[config.mk]
export PLATFORM = sky130hd
export DESIGN_NAME = sync_down_timer
export DESIGN_NICKNAME = d
export VERILOG_FILES = /design/src/rtl/timer_pkg.sv /design/src/rtl/down_reg.sv /design/src/rtl/sync_down_timer.sv
export SDC_FILE = /design/constraint.sdc
export NUM_CORES = 1
export LEC_CHECK = 0
export CAP_MARGIN = 5
export CORE_AREA = 2 2 39 41
export CTS_CLUSTER_SIZE = 25
export DETAILED_ROUTE_END_ITERATION = 8
export DIE_AREA = 0 0 41 43
export PLACE_DENSITY = 0.76
export SLEW_MARGIN = 15
export SYNTH_ARGS = -nofsm -noshare
export SYNTH_HDL_FRONTEND = slang
export SYNTH_SLANG_ARGS = --single-unit
[constraint.sdc]
create_clock -name clk -period 1.8 [get_ports clk]
set_input_delay 0.36 -clock clk [delete_from_list [all_inputs] [get_ports clk]]
set_output_delay 0.36 -clock clk [all_outputs]
set_load 0.05 [all_outputs]
[src/rtl/timer_pkg.sv]
// timer_pkg: shared state type and default width for the down-counting timer.
//   timer_state_t : IDLE (stopped, count holds) / RUN (counting)
//   DEFAULT_WIDTH : default bit width of load_val and count
package timer_pkg;
    typedef enum logic {IDLE, RUN} timer_state_t;
    localparam int DEFAULT_WIDTH = 4;
endpackage

[src/rtl/down_reg.sv]
// down_reg: WIDTH-bit count register with sync reset, sync load and decrement.
//   clk  : clock
//   R    : synchronous active-high reset (clears q)
//   load : load d into q (wins over dec)
//   d    : load value
//   dec  : decrement q by one
//   q    : registered count
module down_reg #(
    parameter int WIDTH = 4
) (
    input  logic             clk,
    input  logic             R,
    input  logic             load,
    input  logic [WIDTH-1:0] d,
    input  logic             dec,
    output logic [WIDTH-1:0] q
);
    always_ff @(posedge clk) begin
        if (R)
            q <= '0;
        else if (load)
            q <= d;
        else if (dec)
            q <= q - 1'b1;
    end
endmodule

[src/rtl/sync_down_timer.sv]
// sync_down_timer: programmable down-counter/timer, one-shot or auto-reload.
//   clk         : clock
//   R           : synchronous active-high reset, highest priority
//   start       : load load_val and (re)start counting
//   load_val    : start/reload value, captured on start
//   en          : count enable; count holds when low
//   auto_reload : at terminal count, 1 = reload and continue, 0 = stop
//   count       : registered count value
//   Z           : terminal-count tick (combinational)
//   busy        : high while running
module sync_down_timer
    import timer_pkg::*;
#(
    parameter int WIDTH = DEFAULT_WIDTH
) (
    input  logic             clk,
    input  logic             R,
    input  logic             start,
    input  logic [WIDTH-1:0] load_val,
    input  logic             en,
    input  logic             auto_reload,
    output logic [WIDTH-1:0] count,
    output logic             Z,
    output logic             busy
);
    timer_state_t     state, state_nx;
    logic [WIDTH-1:0] reload_reg;
    logic             terminal;
    logic             load;
    logic             dec;
    logic [WIDTH-1:0] d;

    // Count 0 always takes the terminal path, so the decrement never wraps.
    assign terminal = (state == RUN) && en && (count == '0);
    assign Z        = terminal;
    assign busy     = (state == RUN);
    assign load     = start | (terminal & auto_reload);
    assign dec      = (state == RUN) & en & (count != '0);
    assign d        = start ? load_val : reload_reg;

    always_comb begin
        state_nx = start ? RUN : (terminal && !auto_reload) ? IDLE : state;
    end

    always_ff @(posedge clk) begin
        if (R) begin
            state      <= IDLE;
            reload_reg <= '0;
        end else begin
            state <= state_nx;
            if (start)
                reload_reg <= load_val;
        end
    end

    down_reg #(.WIDTH(WIDTH)) u_cnt (
        .clk  (clk),
        .R    (R),
        .load (load),
        .d    (d),
        .dec  (dec),
        .q    (count)
    );
endmodule

==> impl_metrics.json, run 1 <==
{
  "status": "complete, no violations",
  "tightest_slew_ns": 0.325,
  "swShare": 0.324,
  "cts.sinks": 9,
  "maxSlewHeadroom": 0.782,
  "core_area_um2": 1380,
  "synthFlopType": "dfxtp_1",
  "p_seq_frac": 0.411,
  "routedWlPerCell_um": 10.4,
  "dpl.hpwl_um": 664,
  "syn_area_um2": 494,
  "cp_cell_sequence": "inv_2 > ha_4 > nor3b_4 > and3_4 > buf_12",
  "fin_setup_tns_ns": 0,
  "die_height_um": 43,
  "antenna_found_initial": 0,
  "min_period_ns": 1.73,
  "synthesis.nets": 62,
  "comb_power_share": 0.303,
  "ff2ff_path_depth": 7,
  "synth_edf_count": 0,
  "critPathLaunchType": "flip-flop",
  "synth_commonest_cells": "dfxtp_1 (9), nor2_1 (8), inv_1 (5), mux2i_1 (5), nor2b_1 (4)",
  "cp_slowest_cell": "dfxtp_2",
  "clkLatencyLatePin_ns": 0.26,
  "cts-htree-levels": 1,
  "grt_pass1_wl_mm": 1.46,
  "crit_buf_inv": 2,
  "worst_slack_ns": 0.0740,
  "hold_viol": 0,
  "yosys_warnings": 0,
  "cts_buffer_depth": 2,
  "first_global_vias": 351,
  "hold_ws_ns": 0.482,
  "setup_viol": 0,
  "netlist.area_leader.share": 0.365,
  "first_pass_iters": 3,
  "p_int_uw": 379,
  "critical_path_class": "flip-flop to primary output",
  "grt.total_usage": 0.128,
  "powerDensity_nw_per_um2": 797,
  "initial_core_util": 0.357,
  "critPathMaxStageDelay_ns": 0.34,
  "crit_family": "simple AND/OR/NAND/NOR gates",
  "worst-path-stages": 5,
  "vias": 404,
  "fin_worst_skew_ns": 0.00369,
  "reg2reg_from": "u_cnt.q[0]",
  "slew_viol_final": 0,
  "placement_rows": 14,
  "cp_max_fo": 4,
  "synth_cells": 51,
  "hp-start": "reload_reg[3]",
  "grt-ovfl-total": 0,
  "cap_violations": 0,
  "synth-seq-cells": 9,
  "die_w_um": 41,
  "max_freq_mhz": 579,
  "whs_endpoint": "reload_reg[3]",
  "synth_cell_types": 21,
  "area_delta_synth_final_pct": 42.3,
  "totalWireLength_um": 888,
  "end_kind": "primary output",
  "power_uw": 561,
  "crit_arrival_ns": 1.37,
  "die-area_um2": 1760,
  "cts.hold.buffers_added": 0,
  "drive_gt1_frac": 0.319,
  "regToRegSetupSlack_ns": 0.22,
  "port_buffers": 14,
  "min_path_type": "flip-flop to flip-flop",
  "drt_iter0_markers": 6,
  "ys_seq_area_frac": 0.365,
  "async_reset_ff_frac": 0,
  "globalplace.congestion": 0.699,
  "leakage_uw": 0.000277,
  "rsz0062_at_grt": "false",
  "yosysMostFrequentCell": "dfxtp_1",
  "critPathRequiredTime_ns": 1.44,
  "fillers": 129,
  "cts-root-buf": "clkbuf_4",
  "p_clk_frac": 0.286,
  "r2r_end": "u_cnt.q[3]",
  "fin_crit_sh": 0.959,
  "num_io_pins": 15,
  "grt_max_degree": 10,
  "final_nets": 81,
  "vias_per_cell": 4.75,
  "p_switching_uw": 182,
  "place_ws_ns": 0.0980,
  "antenna_cells": 0,
  "drc_errors": 0,
  "min_path_cells": 2,
  "clkSlewWorstSetupHoldPaths_ns": 0.07,
  "yosysTopAreaCell": "dfxtp_1",
  "tritoncts": "yes",
  "synthesis.area_per_instance_um2": 9.69,
  "cts_buffers": 3,
  "peakVddDrop_uv": 372,
  "yosys-top-cells-area": "dfxtp_1 (36%), mux2i_1 (10%), nor2_1 (6.1%)",
  "postRouteAntennaNets": 0
}
## cells by family after synthesis
group	count (synthesis)	synth area share
muxes	5	0.101
adders and majority gates	2	0.0506
xor gates and xnor gates	1	0.0177
buffers and inverters	7	0.0557
and+or+nand+nor	18	0.223
DFF	9	0.365
AOI/OAI and AO/OA	9	0.187
## cell type report
type	count	area (µm²)	share of cell area
Inverter	5	18.8	0.0267
Timing Repair Buffer	16	153	0.217
Multi-Input combinational cell	35	303	0.431
Sequential cell	9	183	0.260
Tap cell	16	20.0	0.0285
Clock buffer	4	26.3	0.0374
## how the worst max path moves through the flow
stage,startpoint,end,slack (ns)
6_report,u_cnt.q[0],Z,0.07
3_5_place_dp,u_cnt.q[1],Z,0.1
5_1_grt,u_cnt.q[0],Z,0.02
4_1_cts,u_cnt.q[1],Z,0.02
2_1_floorplan,u_cnt.q[1],Z,0.07
3_3_place_gp,en,Z,0.11
## layer usage
layer | global-route usage | vias up | share of wire
li1 | - | 213 | -
met1 | 0.144 | 180 | 0.47
met2 | 0.184 | 11 | 0.46
met3 | 0.0471 | 0 | 0.073
met4 | 0.100 | 0 | 0
met5 | 0 | - | 0
## worst reg2reg max path: stages (launching register included)
cell,delay (ns)
dfxtp_2,0.37
inv_2,0.07
ha_4,0.16
nor3b_4,0.15
buf_4,0.16
a41oi_4,0.31
nor2b_1,0.08
a211oi_1,0.20
## power groups by stage
stage / clock (µW) / sequential, µW / combinational [µW]
2_1_floorplan: 0 / 264 / 75.9
3_3_place_gp: 0 / 234 / 157
3_5_place_dp: 0 / 234 / 159
4_1_cts: 166 / 231 / 168
5_1_grt: 178 / 232 / 186
6_report: 160 / 230 / 170
## metrics by stage
step | util | std cells | instance area, µm²
global route | 0.508 | 85 | 703
floorplan | - | 51 | 497
detailed placement | 0.472 | 80 | 653
finish | 0.508 | 85 | 703
CTS | 0.501 | 85 | 693
global placement | 0.472 | 80 | 653
## layout by cell type (no fill, tap or decap)
cell type        n
a211oi_1         3
a21oi_1          2
a31oi_1          1
a41oi_4          1
and3_4           1
buf_12           1
buf_4            7
clkbuf_1         1
clkbuf_4         3
clkdlybuf4s50_1  8
dfxtp_1          7
dfxtp_2          2
ha_1             1
ha_4             1
inv_1            3
inv_2            2
mux2i_1          5
nand2_2          1
nand3_1          1
nor2_1           8
nor2b_1          4
nor3_1           1
nor3b_4          1
nor4_2           1
o32a_1           1
o32ai_2          1
xnor2_1          1
## what timing repair did
action                                  in CTS  in global routing
buffers inserted                             1                  0
resized for setup                            4                  1
endpoints found under the setup margin       1                  1
No activity file was read; power rests on OpenSTA's default activity.
==> run 2: changes to the inputs <==
--- a/config.mk
+++ b/config.mk
@@ -11,6 +11,7 @@
 export DETAILED_ROUTE_END_ITERATION = 8
 export DIE_AREA = 0 0 41 43
 export PLACE_DENSITY = 0.76
+export SETUP_SLACK_MARGIN = 0.02
 export SLEW_MARGIN = 15
 export SYNTH_ARGS = -nofsm -noshare
 export SYNTH_HDL_FRONTEND = slang
==> run 2 against run 1 <==
Compared with the run above: core utilization is 0.36 points higher; routed wire length up 0.11%; maximum frequency is 0.37% higher; die area is the same; combinational power about the same; register-to-register slack improved by 0.02 ns; via count shrank 0.25%; first-iteration DRC count did not move; sequential share of layout area grew 0.17 points; global-route usage unchanged; design area increased by 0.71%; critical path type unchanged.
==> impl_metrics.json, run 2 (synthesis gave the netlist of run 1 again) <==
{
  "cts_buffers": 3,
  "grt-ovfl-total": 0,
  "cts.hold.buffers_added": 0,
  "critPathMaxStageDelay_ns": 0.37,
  "critical_path_class": "flip-flop to primary output",
  "hold_viol": 0,
  "clkLatencyLatePin_ns": 0.26,
  "critPathRequiredTime_ns": 1.44,
  "placed_area_um2": 653,
  "grt_max_degree": 10,
  "grt.total_usage": 0.128,
  "area_delta_synth_final_pct": 43.3,
  "max_freq_mhz": 581,
  "dpl.hpwl_um": 664,
  "min_path_type": "flip-flop to flip-flop",
  "cts-htree-levels": 1,
  "die-area_um2": 1760,
  "vias_per_cell": 4.74,
  "final_nets": 81,
  "fin_setup_tns_ns": 0,
  "crit_arrival_ns": 1.36,
  "r2r_end": "u_cnt.q[3]",
  "slew_viol_final": 0,
  "regToRegSetupSlack_ns": 0.24,
  "worst_slack_ns": 0.0803,
  "min_period_ns": 1.72,
  "tightest_slew_ns": 0.324,
  "placement_rows": 14,
  "postRouteAntennaNets": 0,
  "die_height_um": 43,
  "end_kind": "primary output",
  "first_pass_iters": 3,
  "cp_cell_sequence": "inv_4 > ha_4 > nor3b_4 > and3_4 > buf_12",
  "ff2ff_path_depth": 7,
  "maxSlewHeadroom": 0.783,
  "globalplace.congestion": 0.699,
  "totalWireLength_um": 889,
  "status": "complete, no violations",
  "cap_violations": 0,
  "drc_errors": 0,
  "port_buffers": 14,
  "hold_ws_ns": 0.482,
  "drive_gt1_frac": 0.319,
  "routedWlPerCell_um": 10.5,
  "peakVddDrop_uv": 373,
  "critPathLaunchType": "flip-flop",
  "first_global_vias": 351,
  "powerDensity_nw_per_um2": 793,
  "cp_slowest_cell": "dfxtp_4",
  "cts.sinks": 9,
  "reg2reg_from": "u_cnt.q[0]",
  "die_w_um": 41,
  "drt_iter0_markers": 6,
  "rsz0062_at_grt": "false",
  "design_area_um2": 708,
  "crit_family": "simple AND/OR/NAND/NOR gates",
  "core_area_um2": 1380,
  "worst-path-stages": 5,
  "layout_common_cells": "nor2_1 (8), clkdlybuf4s50_1 (8), dfxtp_1 (7), buf_4 (7), mux2i_1 (5)",
  "cts-root-buf": "clkbuf_4",
  "fin_crit_sh": 0.955,
  "antenna_cells": 0,
  "grt_pass1_wl_mm": 1.46,
  "vias": 403,
  "crit_buf_inv": 2,
  "place_ws_ns": 0.0980,
  "antenna_found_initial": 0,
  "num_io_pins": 15,
  "setup_viol": 0,
  "fin_worst_skew_ns": 0.00377,
  "cp_max_fo": 4,
  "clkSlewWorstSetupHoldPaths_ns": 0.07,
  "leakage_uw": 0.000278,
  "crit_end": "Z",
  "initial_core_util": 0.357,
  "tritoncts": "yes",
  "cts_buffer_depth": 2,
  "startpoint": "u_cnt.q[0]"
}
## run 2: cell counts in the layout (fill, tap and decap cells not counted)
Identical to the previous run, type by type.
## run 2: how the worst min path moves through the flow
stage	slack, ns	to	start	cells after the start
6_report	0.48	reload_reg[3]	reload_reg[3]	2
2_1_floorplan	0.45	reload_reg[0]	reload_reg[0]	2
3_5_place_dp	0.47	reload_reg[3]	reload_reg[3]	2
3_3_place_gp	0.47	reload_reg[0]	reload_reg[0]	2
5_1_grt	0.50	reload_reg[3]	reload_reg[3]	2
4_1_cts	0.49	reload_reg[3]	reload_reg[3]	2
## run 2: per-stage QoR
stage,power [µW],instances,util
6_report,561,85,0.512
5_1_grt,597,85,0.512
4_1_cts,564,85,0.501
3_5_place_dp,393,80,0.472
3_3_place_gp,391,80,0.472
2_1_floorplan,340,51,-
## run 2: final cells by class
class	count	area (µm²)
clock buffers	4	26.3
fillers	127	676
inverters	5	21.3
multi-input cells	35	303
flip-flops and latches	9	185
well taps	16	20.0
repair buffers	16	153
## run 2: worst register-to-register path, delay by kind of cell, from the launching register on
family | cells | cell delay (ns)
AOI/OAI and AO/OA | 2 | 0.51
buffers and inverters | 2 | 0.21
and+or+nand+nor | 2 | 0.23
adders and majority gates | 1 | 0.15
DFF | 1 | 0.38
## run 2: report_power, final
part           leakage [µW]  internal [µW]  switching, µW
combinational      0.000188           79.3           90.7
sequential        0.0000755            214           16.7
clock             0.0000150           85.6           74.9
total              0.000278            379            182
## run 2: layer usage
layer | vias to the layer above | wire (µm) | track usage
li1 | 214 | - | -
met4 | 0 | 0 | 0.100
met2 | 11 | 408 | 0.184
met5 | - | 0 | 0
met1 | 178 | 415 | 0.144
met3 | 0 | 65 | 0.0471
## run 2: what timing repair did
| item | CTS | global route |
|---|---|---|
| setup endpoints to repair | 1 | 1 |
| buffers inserted | 1 | 0 |
| gates resized for setup | 4 | 3 |
==> run 3: changes to the inputs <==
==> constraint.sdc (replaced) <==
create_clock -name clk -period 1.75 [get_ports clk]
set_input_delay 0.35 -clock clk [delete_from_list [all_inputs] [get_ports clk]]
set_output_delay 0.35 -clock clk [all_outputs]
set_load 0.05 [all_outputs]
==> run 3 against run 2 <==
Compared with the run above: clock-buffer cell count is the same; non-clock buffer count increased by 2; sequential cell count did not move; design area is 2.5% higher; via count increased by 3.0%; register-to-register slack got worse by 0.05 ns; critical path depth is the same; routed wire length is 4.0% higher; sequential share of layout area decreased by 0.63 points.
==> impl_metrics.json, run 3 (synthesis gave the netlist of run 1 again) <==
{
  "critPathRequiredTime_ns": 1.40,
  "regToRegSetupSlack_ns": 0.19,
  "hold_viol": 0,
  "routedWlPerCell_um": 10.6,
  "placement_rows": 14,
  "p_clk_frac": 0.283,
  "antenna_found_initial": 0,
  "fin_worst_skew_ns": 0.00319,
  "rsz0062_at_grt": "true",
  "core_area_um2": 1380,
  "min_path_type": "flip-flop to flip-flop",
  "drt_iter0_markers": 6,
  "antenna_cells": 0,
  "cts_buffers": 3,
  "comb_power_share": 0.311,
  "fin_setup_tns_ns": 0,
  "critical_path_class": "flip-flop to primary output",
  "ff2ff_path_depth": 7,
  "leakage_uw": 0.000289,
  "fin_crit_sh": 0.973,
  "max_freq_mhz": 587,
  "final_nets": 83,
  "end_kind": "primary output",
  "layout_commonest_cell": "buf_4",
  "hp-start": "reload_reg[3]",
  "maxSlewHeadroom": 0.783,
  "vias": 415,
  "first_pass_iters": 3,
  "cp_max_fo": 4,
  "slew_viol_final": 0,
  "globalplace.congestion": 0.699,
  "cap_violations": 0,
  "powerDensity_nw_per_um2": 806,
  "num_io_pins": 15,
  "p_switching_uw": 190,
  "vias_per_cell": 4.77,
  "drive_gt1_frac": 0.338,
  "p_seq_frac": 0.406,
  "postRouteAntennaNets": 0,
  "grt.total_usage": 0.128,
  "setup_viol": 0,
  "die_w_um": 41,
  "min_path_cells": 2,
  "hold_ws_ns": 0.482,
  "r2r_end": "u_cnt.q[3]",
  "peakVddDrop_uv": 386,
  "fillers": 130,
  "die-area_um2": 1760,
  "cts-root-buf": "clkbuf_4",
  "whs_endpoint": "reload_reg[3]",
  "initial_core_util": 0.357,
  "drc_errors": 0,
  "p_int_uw": 395,
  "grt-ovfl-total": 0,
  "critPathLaunchType": "flip-flop",
  "grt_max_degree": 10,
  "die_height_um": 43,
  "cts_buffer_depth": 2,
  "cts-htree-levels": 1,
  "dpl.hpwl_um": 664,
  "tightest_slew_ns": 0.324,
  "clkSlewWorstSetupHoldPaths_ns": 0.07,
  "area_delta_synth_final_pct": 46.8,
  "grt_pass1_wl_mm": 1.46,
  "swShare": 0.325,
  "cts.sinks": 9,
  "totalWireLength_um": 925,
  "tritoncts": "yes",
  "reg2reg_from": "u_cnt.q[0]",
  "crit_arrival_ns": 1.35,
  "port_buffers": 14,
  "layout_common_cells": "buf_4 (9), nor2_1 (8), clkdlybuf4s50_1 (8)",
  "status": "complete, no violations",
  "clkLatencyLatePin_ns": 0.26,
  "min_period_ns": 1.70,
  "first_global_vias": 351
}
-- run 3: cell count changes in the layout (fill, tap and decap cells not counted) --
cell   delta
inv_4     +1
buf_4     +2
inv_2     -1
-- run 3: area by class of cell --
type                    instances  area, µm²  area share
flip-flops and latches          9        185       0.255
inverters                       5       23.8      0.0328
well taps                      16       20.0      0.0276
repair buffers                 18        168       0.231
multi-input cells              35        303       0.417
clock buffers                   4       26.3      0.0362
-- run 3: per-layer routing --
layer  routed length (µm)  global-route usage  up-vias  part of all wire
li1                     -                   -      216                 -
met1                  420               0.144      188              0.45
met2                  440               0.184       11              0.48
met3                   64              0.0471        0             0.069
met4                    0               0.100        0                 0
met5                    0                   0        -                 0
-- run 3: worst max-delay path, cell delays in order, from the launching register on --
cell and delay (ns):
dfxtp_4 0.37, inv_4 0.06, ha_4 0.12, nor3b_4 0.19, and3_4 0.22, buf_12 0.13
-- run 3: power by group through the flow --
stage                     Clock, µW  Combinational [µW]  Sequential [µW]
after floorplan                   0                78.1              272
after global placement            0                 161              241
after detailed placement          0                 163              241
after CTS                       170                 180              237
after global routing            183                 199              239
final                           166                 182              238
-- run 3: timing repair --
action,in CTS,in global routing
pin swaps,0,1
hold buffers,0,0
setup buffers,2,1
resized for setup,5,3
endpoints found under the setup margin,1,1
-- run 3: worst max path at each step --
stage                     startpoint  end  slack (ns)  cells after the start
after floorplan           u_cnt.q[1]    Z        0.03                      4
after global placement    u_cnt.q[1]    Z        0.08                      5
after detailed placement  u_cnt.q[1]    Z        0.06                      5
after CTS                 u_cnt.q[1]    Z        0.02                      5
after global routing      u_cnt.q[0]    Z       0.002                      5
final                     u_cnt.q[0]    Z        0.05                      5
-- run 3: through the flow --
stage,power [µW],util,std cells,instance area (µm²),worst slack [ns]
after floorplan,350,-,51,497,0.0275
after global placement,402,0.472,80,653,0.0770
after detailed placement,405,0.472,80,653,0.0580
after CTS,587,0.514,86,711,0.0206
after global routing,620,0.524,87,726,0.00189
final,585,0.524,87,726,0.0477
